$ cat src/rtl/dec_onehot_seq.sv
// Registered one-hot decoder with a valid/ready request port and a SWEEP mode
// that walks the one-hot bit from a start index up to the top index.
module dec_onehot_seq #(
    parameter int ENC_W     = 5,
    parameter bit MASK_ZERO = 1'b1,
    parameter bit SWEEP_EN  = 1'b1
) (
    input  logic                      clk,
    input  logic                      rst_n,
    input  logic                      in_valid,
    output logic                      in_ready,
    input  logic [ENC_W-1:0]          enc,
    input  logic                      mode,
    input  logic                      abort,
    output logic [(1 << ENC_W)-1:0]   dec,
    output logic                      dec_valid,
    output logic                      busy,
    output logic                      done
);

    localparam int DEC_W = 2 ** ENC_W;
    localparam logic [ENC_W-1:0] TOP_IDX = '1;

    typedef enum logic {
        IDLE  = 1'b0,
        SWEEP = 1'b1
    } state_t;

    state_t             state_q, state_d;
    logic [ENC_W-1:0]   cnt_q, cnt_d;
    logic [DEC_W-1:0]   dec_q, dec_d;
    logic               dec_valid_q, dec_valid_d;
    logic               done_q, done_d;

    logic [ENC_W-1:0]   dec_idx;
    logic [ENC_W-1:0]   cnt_inc;
    logic [DEC_W-1:0]   onehot;
    logic               accept;

    assign in_ready = (state_q == IDLE);
    assign accept   = in_valid & in_ready;
    assign cnt_inc  = cnt_q + 1'b1;

    // Index 0 is the hard-wired zero register when masked: it never gets an enable.
    generate
        for (genvar gi = 0; gi < DEC_W; gi++) begin : g_dec
            if (MASK_ZERO && gi == 0) begin : g_masked
                assign onehot[gi] = 1'b0;
            end else begin : g_bit
                assign onehot[gi] = (dec_idx == ENC_W'(gi));
            end
        end
    endgenerate

    always_comb begin
        state_d     = state_q;
        cnt_d       = cnt_q;
        dec_valid_d = 1'b0;
        done_d      = 1'b0;
        dec_idx     = cnt_q;

        case (state_q)
            IDLE: begin
                if (accept) begin
                    dec_valid_d = 1'b1;
                    dec_idx     = enc;
                    if (SWEEP_EN && mode) begin
                        cnt_d = enc;
                        if (enc == TOP_IDX) begin
                            done_d = 1'b1;
                        end else begin
                            state_d = SWEEP;
                        end
                    end
                end
            end
            SWEEP: begin
                if (abort) begin
                    done_d  = 1'b1;
                    state_d = IDLE;
                end else begin
                    cnt_d       = cnt_inc;
                    dec_idx     = cnt_inc;
                    dec_valid_d = 1'b1;
                    if (cnt_inc == TOP_IDX) begin
                        done_d  = 1'b1;
                        state_d = IDLE;
                    end
                end
            end
            default: state_d = IDLE;
        endcase

        dec_d = dec_valid_d ? onehot : '0;
    end

    always_ff @(posedge clk) begin
        if (!rst_n) begin
            state_q     <= IDLE;
            cnt_q       <= '0;
            dec_q       <= '0;
            dec_valid_q <= 1'b0;
            done_q      <= 1'b0;
        end else begin
            state_q     <= state_d;
            cnt_q       <= cnt_d;
            dec_q       <= dec_d;
            dec_valid_q <= dec_valid_d;
            done_q      <= done_d;
        end
    end

    assign dec       = dec_q;
    assign dec_valid = dec_valid_q;
    assign done      = done_q;
    assign busy      = (state_q == SWEEP);

endmodule

$ cat config.mk
export PLATFORM = sky130hd
export DESIGN_NAME = dec_onehot_seq
export DESIGN_NICKNAME = d
export VERILOG_FILES = /design/src/rtl/dec_onehot_seq.sv
export SDC_FILE = /design/constraint.sdc
export NUM_CORES = 1
export LEC_CHECK = 0
export CAP_MARGIN = 40
export CORE_MARGIN = 4
export CORE_UTILIZATION = 65
export CTS_CLUSTER_SIZE = 28
export DETAILED_ROUTE_END_ITERATION = 6
export DONT_BUFFER_PORTS = 1
export PLACE_DENSITY_LB_ADDON = 0.2
export SLEW_MARGIN = 40
export SYNTH_ARGS = -nofsm -noshare
export SYNTH_HDL_FRONTEND = slang
export SYNTH_SLANG_ARGS = --single-unit
$ cat constraint.sdc
create_clock -name clk -period 4.1 [get_ports clk]
set_clock_uncertainty 0.15 [all_clocks]
set_input_delay 0.41 -clock clk [delete_from_list [all_inputs] [get_ports clk]]
set_output_delay 0.41 -clock clk [all_outputs]
set_load 0.02 [all_outputs]
==> results of run 1 <==
Yosys cell counts, types with 2 or more instances:
library cell and number:
ha_1 2, a21oi_1 5, a211oi_1 2, o21a_1 2
nand2b_1 4, or3_1 2, nor2b_1 5, o21ai_0 2
buf_4 2, buf_2 2, xor2_1 4, nand3_1 8
a21o_1 2, a221oi_1 2, nand2_1 12, o221ai_1 2
clkbuf_1 4, nor3_1 16, nor2_1 26, nand4b_1 2
dfxtp_1 39, inv_1 4
final cells by class:
type                            instances  area (µm²)  area share [%]
Clock buffer                            6        41.3            2.48
Tap cell                               28        35.0            2.10
Clock inverter                          2        60.1            3.61
Inverter                                4        15.0           0.902
Sequential cell                        39         782            47.0
Multi-Input combinational cell        119         732            44.0
report_power, final:
part,switching [mW],internal [mW]
clock network,0.124,0.190
registers,0.0187,0.387
logic,0.0508,0.0271
total,0.193,0.605
final timing paths:
| path | endpoint | start | slack (ps) |
|---|---|---|---|
| setup / recovery | dec[16]$_SDFF_PN0_ | busy$_SDFF_PN0_ | 1650 |
| hold / removal | busy$_SDFF_PN0_ | rst_n | 10 |
| setup reg to reg | dec[16]$_SDFF_PN0_ | busy$_SDFF_PN0_ | 1650 |
| hold reg to reg | cnt_q[1]$_SDFFE_PN0P_ | cnt_q[1]$_SDFFE_PN0P_ | 430 |
registers in the layout (all words and copies together), names as in the netlist:
name and flops:
dec 31, busy 1, done 1, cnt_q 5, dec_valid 1
metal layers:
layer / up-vias / track usage (%)
met5: - / 0
met4: 0 / 10.9
met3: 19 / 9.50
met2: 71 / 41.3
met1: 603 / 25.8
li1: 596 / -
cell families (layout without fill, tap and decap cells):
group / Yosys count / after routing
compound gates: 29 / 29
fa+ha+maj: 2 / 2
buf+inv: 13 / 12
flops: 39 / 39
simple gates: 82 / 82
other cells: 1 / 1
mux: 1 / 1
xor+xnor: 4 / 4
critical path, cell delays in order (launching register included):
cell and delay [ps]:
dfxtp_2 490, nor2b_1 610, nor2_1 190, a221oi_2 300, nand2_1 260, a2111oi_4 360
through the flow:
stage          instance area, µm²  total power, mW  hold slack, ps  std cells  setup slack [ps]
6_report                     1670            0.798            15.0        198              1650
5_1_grt                      1670            0.824            1.99        198              1390
4_1_cts                      1660            0.797            16.2        198              1470
3_5_place_dp                 1560            0.490             389        190              1560
3_3_place_gp                 1560            0.485             383        190              1710
2_1_floorplan                1580            0.476             375        171              2070
==> results.cfg, run 1 <==
[global_route]
grt_pass1_vias = 1216
grt_max_degree = 26
grt_pass1_wl_um = 5980
gr-usage-all-layers_pct = 24.0
overflow = 0
antenna_found_initial = 0

[critical_path]
critPathArrivalTime_ps = 2570
critPathCaptureType = flip-flop
reg2regPathDepth = 5
crit_required_ps = 4220
cp_max_fo = 25
cp-start-kind = flip-flop
crit_type = flip-flop to flip-flop

[synthesis]
netlist_area_um2 = 1580
synth.ff_latch_count = 39
synth_nets = 183
synth_edf_count = 0
yosys.area_share.adder_pct = 1.58
netlist.top_cell.by_area = dfxtp_1
seq_area_frac_synth_pct = 49.4
synth_warnings = 0
synthSimpleGateAreaFrac_pct = 25.6
synth-compound-area-share_pct = 16.1
synth_top_area_share_pct = 49.4
synth_top_family_by_area = simple AND/OR/NAND/NOR gates
muxShareOfSynthArea_pct = 0.634
synthFlopType = dfxtp_1
synthXorXnorAreaFrac_pct = 2.22
async_flop_share_pct = 0
synthDistinctLibCells = 44
syn-instance-count = 171
syn_area_per_cell_um2 = 9.23
synth_area_leaders = dfxtp_1 (49%), nor2_1 (6.2%), nor3_1 (5.1%)

[timing]
relSlewSlack_pct = 54.0
setup_viol = 0
tightest_slew_ps = 689
period_needed_ps = 2450
drv_slew = 0
clock.fmax_mhz = 408
hold_viol = 0
fin_crit_sh_pct = 59.8
rsz0062_at_grt = false
setup-tns-final_ps = 0

[cts]
cts.repair.resized = 0
cts_tree = done
h-tree-depth = 2
cts.path.max_buffers = 2
cts_setup_buffers = 0
worstSkewPairLatency_ps = 350
clk_pin_slew_ps = 110
cts_buffers = 5
cts_sinks = 39
cts_hold_buf = 0
cts-root-buf = clkbuf_4

[route]
avgViaCountPerCell = 6.51
wl_met2_um = 1880
met1_length_um = 1420
drc = 0
drt_first_pass_iters = 4
drtAntennaViolNets = 0
vias = 1289
wire_per_inst_um = 19.1
highest_layer = met4
dr_wl_met3_um = 339
routed_wl_um = 3780
drt_iter0_drc = 63

[place]
routabilityCongestion = 0.925
portBuffers = 0
hpwl_um = 2740

[power_and_ir_drop]
power.ir.vdd_worst_v = 0.000391
power_leakage_nw = 0.615
powerDensity_nw_per_um2 = 479

[floorplanning]
initial_core_util_pct = 70.0
floorplan.core_area_um2 = 2250
die_area_um2 = 3280
rows = 17
io_pins = 46
dieHeight_um = 57.3
die_w_um = 57.3

[cells_and_area]
fin_util_pct = 73.9
drive_gt1_share_pct = 8.24
final_cell_mix = dfxtp_1 (38), nor2_1 (26), nor3_1 (16), nand2_1 (12), nand3_1 (8)
layout.nets = 181
insertedDiodeCount = 0
syn2layout_area_growth_pct = 5.47
fill_cells = 166
mostFrequentLayoutCell = dfxtp_1

[job]
drv_cap = 0

[hold_path]
hold_class = primary input to flip-flop
whs_path_depth = 1

[outcome]
status = completed
No activity file was read; power rests on OpenSTA's default activity.
==> run 2, diff against run 1 <==
Settings changed: CORE_UTILIZATION 65 to 60.
Clock period 4.1 ns to 2.3 ns, I/O delays scaled along.
==> run 2 against run 1 <==
Critical path depth up 2. Combinational power up 130%. Utilization down 0.94 points. Global-route usage decreased by 1.0 points. Flip-flop and latch count is the same. First-iteration DRC count increased by 4.8%. Register-to-register slack lost 1500 ps. Cell count increased by 9.6%. Highest routed layer unchanged.
==> results.cfg, run 2 (same netlist as run 1, synthesis figures left out) <==
[outcome]
status = completed

[timing]
setup-tns-final_ps = 0
tightest_slew_ps = 510
rsz0062_at_grt = false
relSlewSlack_pct = 66.0
hold_viol = 0
setup_viol = 0
clock.fmax_mhz = 464
fin_ws_ps = 144
drv_slew = 0
fin_crit_sh_pct = 93.7
period_needed_ps = 2160

[global_route]
grtUsageMet3_pct = 9.80
overflow = 0
grt_pass1_vias = 1217
grt_max_degree = 17
use_met2_pct = 38.5
antenna_found_initial = 0
grt_pass1_wl_um = 5910
busiest_layer = met2
grtUsageMet1_pct = 24.8
gr-usage-all-layers_pct = 23.0

[floorplanning]
floorplan.core_area_um2 = 2500
rows = 18
die_area_um2 = 3520
die_w_um = 59.3
io_pins = 46
initial_core_util_pct = 63.2
dieHeight_um = 59.3

[route]
wire_per_inst_um = 17.2
drtAntennaViolNets = 0
avgViaCountPerCell = 6.10
routed_wl_um = 3740
drt_iter0_drc = 66
drc = 0
vias = 1324
drt_first_pass_iters = 4

[power_and_ir_drop]
power_frac_seq_pct = 49.6
p_sw_share_pct = 23.6
clkPwrFrac_pct = 38.2
power_leakage_nw = 0.701
switchingPower_uw = 341
combinationalPowerShare_pct = 12.2
powerDensity_nw_per_um2 = 791
internal-power_mw = 1.10
power.ir.vdd_worst_v = 0.000744

[critical_path]
crit_type = flip-flop to flip-flop
cp-start-kind = flip-flop
cp_slowest_stage_delay_ps = 550
cp_top_family = buffers and inverters
ff2ff_setup_slack_ps = 140
critPathBufInv = 1
critPathCaptureType = flip-flop
path_cells = ha_1, xor2_1, nand3_1, nor2_1, nor3_1, o21a_1, dlygate4sd3_1
cp_slowest_cell = dlygate4sd3_1
cp_max_fo = 5
crit_required_ps = 2390
critPathArrivalTime_ps = 2240

[cts]
cts_tree = done
cts_setup_buffers = 0
cts_sinks = 39
cts_buffers = 5
cts.path.max_buffers = 2
worstSkewPairLatency_ps = 340
clk_pin_slew_ps = 110
h-tree-depth = 2
cts-root-buf = clkbuf_4

[place]
routabilityCongestion = 0.869
portBuffers = 0
place_inst = 200
post-place-ws_ps = 187
hpwl_um = 2630

[cells_and_area]
largest_register_ffs = 31
instances_no_fill = 217
drive_gt1_share_pct = 12.3
fill_cells = 203
insertedDiodeCount = 0
layout.nets = 198
final_cell_mix = dfxtp_1 (38), nor2_1 (26), nor3_1 (16), nand2_1 (12), dlygate4sd3_1 (9)
syn2layout_area_growth_pct = 15.5
mostFrequentLayoutCell = dfxtp_1

[hold_path]
hold_class = primary input to flip-flop

[job]
drv_cap = 0
## run 2: timing repair
item,CTS,global route
resized for setup,0,2
endpoints found under the setup margin,0,9
hold endpoints to repair,17,0
hold buffers,9,0
## run 2: power by group through the flow
stage / combinational (mW) / sequential [mW] / clock [mW]
3_5_place_dp: 0.157 / 0.731 / 0
6_report: 0.176 / 0.716 / 0.550
2_1_floorplan: 0.123 / 0.727 / 0
4_1_cts: 0.174 / 0.716 / 0.558
5_1_grt: 0.192 / 0.718 / 0.592
3_3_place_gp: 0.153 / 0.730 / 0
## run 2: cell type report
class	count	area, µm²	area share, %
flip-flops and latches	39	782	42.9
multi-input cells	119	737	40.4
repair buffers	17	150	8.24
clock inverters	2	60.1	3.29
clock buffers	6	41.3	2.26
well taps	30	37.5	2.06
inverters	4	15.0	0.824
## run 2: worst reg2reg max path, cell delays in order, from the launching register on
cell	delay, ps
dfxtp_1	370
ha_1	310
xor2_1	170
nand3_1	80
nor2_1	160
nor3_1	70
o21a_1	200
dlygate4sd3_1	550
## run 2: per-layer routing
| layer | part of all wire [%] | wire (µm) |
|---|---|---|
| met1 | 39 | 1460 |
| met2 | 51 | 1900 |
| met3 | 8.3 | 311 |
| met4 | 1.9 | 72 |
| met5 | 0 | 0 |
## run 2: path summary, 6_finish.rpt
kind | depth (start not counted) | end | from
worst min register to register | 2 | cnt_q[3]$_SDFFE_PN0P_ | cnt_q[3]$_SDFFE_PN0P_
worst max register to register | 7 | busy$_SDFF_PN0_ | cnt_q[0]$_SDFFE_PN0P_
worst max-delay path | 7 | busy$_SDFF_PN0_ | cnt_q[0]$_SDFFE_PN0P_
worst min-delay path | 3 | dec[16]$_SDFF_PN0_ | enc[0]
## run 2: metrics by stage
step / instance area, µm² / utilization [%] / hold slack, ps / total power [mW]
6_report: 1820 / 72.9 / 33.0 / 1.44
5_1_grt: 1820 / 72.9 / 13.5 / 1.50
4_1_cts: 1820 / 72.7 / 24.1 / 1.45
3_5_place_dp: 1630 / 65.0 / 204 / 0.888
3_3_place_gp: 1630 / 65.0 / 204 / 0.883
2_1_floorplan: 1580 / - / 195 / 0.849
==> run 3, diff against run 2 <==
Settings changed: CORE_ASPECT_RATIO set to 0.5.
==> run 3 against run 2 <==
Non-clock buffer count decreased by 5. Maximum frequency about the same. Total power increased by 0.85%. Final area decreased by 1.7%. Clock power increased by 4%. Clock-buffer cell count decreased by 1. Global-route usage increased by 0.24 points.
==> results.cfg, run 3 (same netlist as run 1, synthesis figures left out) <==
[route]
routed_wl_um = 3890
drt_iter0_drc = 84
drt_first_pass_iters = 4
drtAntennaViolNets = 0
avgViaCountPerCell = 6.15
wire_per_inst_um = 17.9
drc = 0
vias = 1335

[timing]
period_needed_ps = 2160
fin_crit_sh_pct = 93.7
clock.fmax_mhz = 464
hold_viol = 0
fin_hold_ws_ps = 14.7
drv_slew = 0
rsz0062_at_grt = false
setup_viol = 0
relSlewSlack_pct = 63.1
setup-tns-final_ps = 0
tightest_slew_ps = 554

[place]
place_area_um2 = 1630
portBuffers = 0
hpwl_um = 2710
place_inst = 205
routabilityCongestion = 0.940

[cells_and_area]
largest_register_ffs = 31
drive_gt1_share_pct = 13.2
mostFrequentLayoutCell = dfxtp_1
stdcell_area_um2 = 1790
insertedDiodeCount = 0
instances_no_fill = 217
layout.nets = 193
final_cell_mix = dfxtp_1 (39), nor2_1 (26), nor3_1 (16), nand2_1 (12)
syn2layout_area_growth_pct = 13.5

[critical_path]
cp_max_fo = 8
cp_slowest_stage_delay_ps = 490
path_cells = ha_2, nand2b_2, a21oi_2, o221ai_1, or3_4, nor3_1
cp-start-kind = flip-flop
cp_slowest_cell = or3_4
crit_required_ps = 2360
critPathCaptureType = flip-flop
critPathArrivalTime_ps = 2220
crit_type = flip-flop to flip-flop

[power_and_ir_drop]
switchingPower_uw = 377
internal-power_mw = 1.08
power_leakage_nw = 0.675
power_frac_seq_pct = 49.2
combinationalPowerShare_pct = 11.7
clkPwrFrac_pct = 39.2
power.ir.vdd_worst_v = 0.000355
total_power_mw = 1.46
powerDensity_nw_per_um2 = 812
p_sw_share_pct = 25.9

[floorplanning]
dieHeight_um = 44.3
io_pins = 46
floorplan.core_area_um2 = 2360
initial_core_util_pct = 67.0
rows = 12
die_area_um2 = 3570
die_w_um = 80.6

[cts]
h-tree-depth = 2
cts-root-buf = clkbuf_8
cts.path.max_buffers = 2
cts_buffers = 5
cts_setup_buffers = 0
worstSkewPairLatency_ps = 290
clk_pin_slew_ps = 80
cts_tree = done
cts_sinks = 39

[job]
drv_cap = 0

[global_route]
grt_pass1_vias = 1259
grt_max_degree = 14
antenna_found_initial = 0
overflow = 0
gr-usage-all-layers_pct = 23.2
grt_pass1_wl_um = 6160

[outcome]
status = completed

[hold_path]
hold_class = primary input to flip-flop
run 3: path summary, 6_finish.rpt:
path	startpoint	to	slack [ps]	cells after the start
setup / recovery	cnt_q[1]$_SDFFE_PN0P_	dec[4]$_SDFF_PN0_	140	6
hold reg to reg	cnt_q[1]$_SDFFE_PN0P_	cnt_q[1]$_SDFFE_PN0P_	430	2
setup reg to reg	cnt_q[1]$_SDFFE_PN0P_	dec[4]$_SDFF_PN0_	140	6
hold / removal	abort	cnt_q[1]$_SDFFE_PN0P_	10	3
run 3: layer usage:
metal | up-vias | wire length (µm) | track usage [%]
met3 | 9 | 449 | 10.8
met5 | - | 0 | 0
met4 | 0 | 62 | 9.76
li1 | 621 | - | -
met1 | 635 | 1710 | 29.7
met2 | 70 | 1680 | 33.9
run 3: through the flow:
stage                     setup slack (ps)  utilization [%]
after global routing                  8.49             76.0
after floorplan                        269                -
after detailed placement               116             69.2
final                                  145             76.0
after CTS                             60.9             75.7
after global placement                 199             69.2
run 3: cell type report:
type,count,area [µm²]
flip-flops and latches,39,781
multi-input cells,119,739
fillers,168,566
repair buffers,12,100
clock buffers,5,68.8
clock inverters,3,43.8
well taps,35,43.8
inverters,4,15.0
run 3: critical path: cells and delay by family (launching register included):
family          cells  cell delay (ps)
compound gates      2              390
fa+ha+maj           1              280
simple gates        3              800
flops               1              450
run 3: repair_timing:
item / 4_1_cts / 5_1_grt
hold endpoints to repair: 9 / 0
hold buffers: 4 / 0
gates resized for setup: 0 / 2
setup endpoints to repair: 0 / 8
run 3: power by group through the flow:
stage | Clock [mW] | Sequential (mW) | Combinational (mW)
final | 0.570 | 0.716 | 0.170
after global placement | 0 | 0.730 | 0.152
after floorplan | 0 | 0.727 | 0.123
after detailed placement | 0 | 0.731 | 0.157
after global routing | 0.610 | 0.718 | 0.186
after CTS | 0.577 | 0.715 | 0.166
